**config.mk**
```make
export PLATFORM = sky130hd
export DESIGN_NAME = online_mul_sequencer
export DESIGN_NICKNAME = d
export VERILOG_FILES = /design/src/rtl/online_mul_sequencer.sv
export SDC_FILE = /design/constraint.sdc
export NUM_CORES = 1
export LEC_CHECK = 0
export ABC_AREA = 1
export CAP_MARGIN = 20
export CORE_MARGIN = 10
export CORE_UTILIZATION = 42
export DETAILED_ROUTE_END_ITERATION = 8
export GPL_ROUTABILITY_DRIVEN = 0
export PLACE_DENSITY = 0.8
export SYNTH_ARGS = -nofsm -noshare
export SYNTH_HDL_FRONTEND = slang
export SYNTH_SLANG_ARGS = --single-unit
```
**constraint.sdc**
```tcl
create_clock -name clk -period 1.7 [get_ports clk]
set_input_delay 0.425 -clock clk [delete_from_list [all_inputs] [get_ports clk]]
set_output_delay 0.425 -clock clk [all_outputs]
set_load 0.005 [all_outputs]
```
**src/rtl/online_mul_sequencer.sv**
```systemverilog
// Job-level controller for the radix-2 signed-digit online multiplier.
// Ports: start/abort job control, x/y digit handshake in, datapath enables,
//   refresh, counters, buffer addresses, p_digit/p_valid, busy/done/digit_err.
module online_mul_sequencer #(
  parameter int NUM_DIGITS   = 64,
  parameter int ADDR_WIDTH   = 7,
  parameter int ONLINE_DELAY = 3,
  parameter int CNT_WIDTH    = 11
) (
  input  logic                  clk,
  input  logic                  asyn_reset,
  input  logic                  start,
  input  logic                  abort,
  input  logic                  in_valid,
  output logic                  in_ready,
  input  logic [1:0]            x_in,
  input  logic [1:0]            y_in,
  output logic [1:0]            x_value_comp,
  output logic [1:0]            y_value_comp,
  output logic                  enable,
  output logic                  add_enable,
  output logic                  res_enable,
  output logic                  refresh,
  output logic [CNT_WIDTH-1:0]  counter,
  output logic [CNT_WIDTH-1:0]  shift_cnt,
  output logic [ADDR_WIDTH-1:0] wr_addr,
  output logic [ADDR_WIDTH-1:0] rd_addr,
  input  logic [1:0]            p_value,
  output logic [1:0]            p_digit,
  output logic                  p_valid,
  output logic                  busy,
  output logic                  done,
  output logic                  digit_err
);

  typedef enum logic [2:0] {
    S_IDLE,
    S_LOAD,
    S_FEED,
    S_FLUSH,
    S_DONE
  } state_t;

  localparam logic [CNT_WIDTH-1:0] LAST_FEED =
    CNT_WIDTH'(NUM_DIGITS - 1);
  localparam logic [CNT_WIDTH-1:0] LAST_STEP =
    CNT_WIDTH'(NUM_DIGITS + ONLINE_DELAY - 1);
  localparam logic [CNT_WIDTH-1:0] DELTA =
    CNT_WIDTH'(ONLINE_DELAY);
  localparam logic [CNT_WIDTH-1:0] ONE = CNT_WIDTH'(1);

  state_t               state_q, state_d;
  logic [CNT_WIDTH-1:0] counter_q, counter_d;
  logic                 err_q, err_d;

  // The illegal 10 code is forwarded as a zero digit.
  function automatic logic [1:0] dec(input logic [1:0] d);
    return (d == 2'b10) ? 2'b00 : d;
  endfunction

  always_ff @(posedge clk) begin
    if (!asyn_reset) begin
      state_q   <= S_IDLE;
      counter_q <= '0;
      err_q     <= 1'b0;
    end else begin
      state_q   <= state_d;
      counter_q <= counter_d;
      err_q     <= err_d;
    end
  end

  always_comb begin
    state_d      = state_q;
    counter_d    = counter_q;
    err_d        = err_q;
    in_ready     = 1'b0;
    enable       = 1'b0;
    refresh      = 1'b0;
    done         = 1'b0;
    x_value_comp = 2'b00;
    y_value_comp = 2'b00;
    unique case (state_q)
      S_IDLE: begin
        if (start) state_d = S_LOAD;
      end
      S_LOAD: begin
        refresh   = !abort;
        counter_d = '0;
        err_d     = 1'b0;
        state_d   = S_FEED;
      end
      S_FEED: begin
        in_ready = !abort;
        enable   = in_valid && !abort;
        if (enable) begin
          x_value_comp = dec(x_in);
          y_value_comp = dec(y_in);
          counter_d    = counter_q + ONE;
          if (x_in == 2'b10 || y_in == 2'b10) err_d = 1'b1;
          if (counter_q == LAST_FEED) state_d = S_FLUSH;
        end
      end
      S_FLUSH: begin
        enable = !abort;
        if (enable) begin
          counter_d = counter_q + ONE;
          if (counter_q == LAST_STEP) state_d = S_DONE;
        end
      end
      S_DONE: begin
        done    = !abort;
        state_d = S_IDLE;
      end
      default: state_d = S_IDLE;
    endcase
    // Abort beats every other transition, including a pending start.
    if (abort) begin
      state_d = S_IDLE;
      if (state_q == S_LOAD) begin
        counter_d = counter_q;
        err_d     = err_q;
      end
    end
  end

  // Product digit j is valid once delta operand digits have gone in.
  assign p_valid    = enable && (counter_q >= DELTA);
  assign res_enable = p_valid;
  assign add_enable = enable;
  assign p_digit    = p_value;
  assign busy       = (state_q != S_IDLE);
  assign counter    = counter_q;
  assign digit_err  = err_q;
  assign shift_cnt  = (counter_q >= DELTA) ? (counter_q - DELTA) : '0;
  assign wr_addr    = counter_q[ADDR_WIDTH-1:0];
  assign rd_addr    = wr_addr - ADDR_WIDTH'(ONLINE_DELAY);

endmodule

```
==> results.py <==
metrics = {
    "status": {
        "outcome": "finished with violations",
        "violations": "setup timing",
    },
    "critical_path": {
        "cp_common_cell": "buf_4",
        "reg2reg_depth": 9,
        "timing_worst_setup_path_type": "flop to output port",
        "rrSetupSlack_ps": -140,
        "cp_data_arrival_time_ps": 1920,
        "path_delay_family": "simple AND/OR/NAND/NOR gates",
        "regToRegEndpoint": "counter[10]",
        "slowest_delay_ps": 390,
        "crit_chain": "buf_4 -> buf_4 -> nor3_1 -> nand3_1 -> nand2_2 -> nor2_2 -> buf_2",
        "worstPathMaxFanout": 3,
        "crit_end": "shift_cnt[10]",
        "endpoint_kind": "output port",
        "cpMaxStageDelayCell": "dfxtp_4",
        "cp-start-kind": "flop",
        "required_ps": 1270,
        "cp-startpoint": "counter[8]",
        "r2r_start": "state_q[0]",
        "critPathBufInv": 3,
        "cp.depth": 7,
    },
    "clocking": {
        "numCtsBuffers": 3,
        "clock_latency_ps": 330,
        "cts_root_buf": "clkbuf_4",
        "cts_tree": "done",
        "clockBufferDepth": 2,
        "htree_levels": 1,
        "clk_pin_slew_ps": 110,
        "hold_buffers": 0,
        "clock_sinks": 15,
    },
    "finish": {
        "num_antenna_cells": 0,
        "fin_util_pct": 96.9,
        "synthToLayoutAreaGrowth_pct": 126,
        "design_area_sq_um": 3210,
        "drive_gt1_share_pct": 61.0,
        "fin_nets": 404,
    },
    "global_routing": {
        "grt_max_degree": 20,
        "antenna_found_initial": 0,
        "track_usage_pct": 22.7,
        "overflow": 0,
        "grt_pass1_vias": 2330,
        "grt_pass1_wl_um": 11400,
    },
    "synth": {
        "ys_types": 34,
        "synth_fp_nets": 247,
        "ys_seq_area_share_pct": 21.1,
        "yosysWarningCount": 0,
        "synth_area_leaders": "dfxtp_1 (21%), nand2_1 (13%), inv_1 (12%)",
        "synthCells": 234,
        "synth_top_cell_area_share_pct": 21.1,
        "syn_area_per_cell_sq_um": 6.07,
        "netlist_area_sq_um": 1420,
        "ys_ff_latch": 15,
        "yosys.area.top_type": "dfxtp_1",
    },
    "routing": {
        "first_pass_iters": 7,
        "wirelength_um": 11100,
        "wire_per_inst_um": 25.4,
        "viasPerCell": 6.09,
        "drt_iter0_drc": 357,
        "routed-via-count": 2655,
        "final_antenna_net_count": 0,
        "route.detailed.drc": 0,
    },
    "power": {
        "leakage_nw": 1.72,
        "vdd_drop_max_uv": 450,
        "p_per_area_nw_per_um2": 368,
    },
    "die": {
        "start_util_pct": 42.9,
        "die_y_um": 78.2,
        "die_w_um": 78.2,
        "rows": 21,
        "coreArea_sq_um": 3310,
        "dieArea_sq_um": 6110,
        "io_pins": 62,
    },
    "sta": {
        "setup_viol": 43,
        "worst_slack_ps": -646,
        "finalCriticalPeriod_ps": 2350,
        "maxSlewHeadroom_pct": 71.6,
        "max_slew.worst_pin.slew_ps": 424,
        "slew_violations": 0,
        "max_freq_ghz": 0.426,
        "fin_worst_skew_ps": 1.64,
        "rsz0062_at_grt": "yes",
        "fin_tns_setup_ps": -11470,
        "hold_viol": 0,
        "post-route-period-util_pct": 138,
    },
    "worst_hold_path": {
        "hold_path.class": "flop to flop",
    },
    "place": {
        "port_buffers": 57,
        "placed_cell_area_sq_um": 2380,
        "place_hpwl_um": 3870,
    },
    "run": {
        "drv_cap": 0,
    },
}
[worst min-delay path by stage]
stage | from | to | slack, ps | cells after the start
final | digit_err | digit_err | 570 | 2
after detailed placement | digit_err | digit_err | 470 | 2
after floorplan | digit_err | digit_err | 460 | 2
after global routing | digit_err | digit_err | 610 | 2
after global placement | digit_err | digit_err | 450 | 2
after CTS | digit_err | digit_err | 490 | 2
[tightest hold or removal path, cell delays in order, from the launching register on]
cell and delay, ps:
dfxtp_1 380, a31oi_1 70, nor2_1 90
[Yosys cell counts (all sizes together)]
library cell and count:
a211oi 2, a21boi 1, a21oi 7, a31oi 1, buf 15, clkinv 1, dfxtp 15, ha 2
inv 46, nand2 56, nand3 17, nand3b 1, nand4 3, nor2 39, nor3 8, nor4 2
o21ai 10, o22ai 1, or2 2, xor2 5
[registers in the layout, indices dropped and copies added (netlist names)]
signal and flops:
counter 11, state_q 3, digit_err 1
[layout make-up]
type | count | area, sq um
timing repair buffer | 165 | 1430
multi-input combinational | 159 | 1160
sequential | 15 | 337
inverter | 47 | 196
fill | 61 | 103
tap | 46 | 57.6
clock buffer | 4 | 26.3
[per-layer routing]
layer	share of wire, %	up-vias	global-route usage, %	routed length (um)
met5	0	-	0	0
met4	10	0	15.4	1120
met3	12	137	5.81	1340
met2	45	322	40.0	4940
met1	33	1175	23.1	3650
li1	-	1021	-	-
[what timing repair did]
| action | in CTS | in global routing |
|---|---|---|
| gates cloned | 0 | 2 |
| pin swaps | 17 | 20 |
| setup buffers | 32 | 25 |
| resized for setup | 225 | 81 |
| endpoints found under the setup margin | 47 | 45 |
[per-stage QoR]
| stage | power (mW) | setup slack [ps] | std cells | hold WS, ps |
|---|---|---|---|---|
| after CTS | 0.980 | -389 | 416 | 492 |
| after floorplan | 0.530 | 12.2 | 234 | 461 |
| after detailed placement | 0.732 | -695 | 382 | 472 |
| final | 1.18 | -646 | 436 | 570 |
| after global routing | 1.20 | -666 | 436 | 605 |
| after global placement | 0.723 | -588 | 382 | 453 |
[kinds of logic after synthesis]
kind of cell / synth area share, %
compound gates: 9.42
xor+xnor: 3.08
fa+ha+maj: 1.76
buf+inv: 21.3
flops: 21.1
simple gates: 43.3
[cell usage in the layout (no fill, tap or decap), types with 3 or more instances in the layout]
cell,Yosys,routed
a21oi_1,7,6
buf_2,1,17
buf_4,11,75
buf_6,2,44
clkbuf_4,0,3
clkdlybuf4s15_1,0,4
clkdlybuf4s50_1,0,7
dfxtp_2,0,5
dfxtp_4,0,8
dlygate4sd2_1,0,16
inv_1,44,26
inv_2,2,14
inv_4,0,6
nand2_1,50,33
nand2_2,4,13
nand2_4,2,11
nand3_1,16,13
nand3_4,0,3
nor2_1,30,24
nor2_2,7,4
nor2_4,2,11
nor3_1,7,4
o21ai_0,8,4
xor2_2,0,5
[power by group]
group,leakage [nW],internal (mW),total [mW],switching (mW)
clock,0.0150,0.0923,0.259,0.167
combinational,1.58,0.272,0.557,0.286
sequential,0.130,0.350,0.363,0.0130
total,1.72,0.714,1.18,0.465
Note: power is estimated with default switching activity, not from simulation.
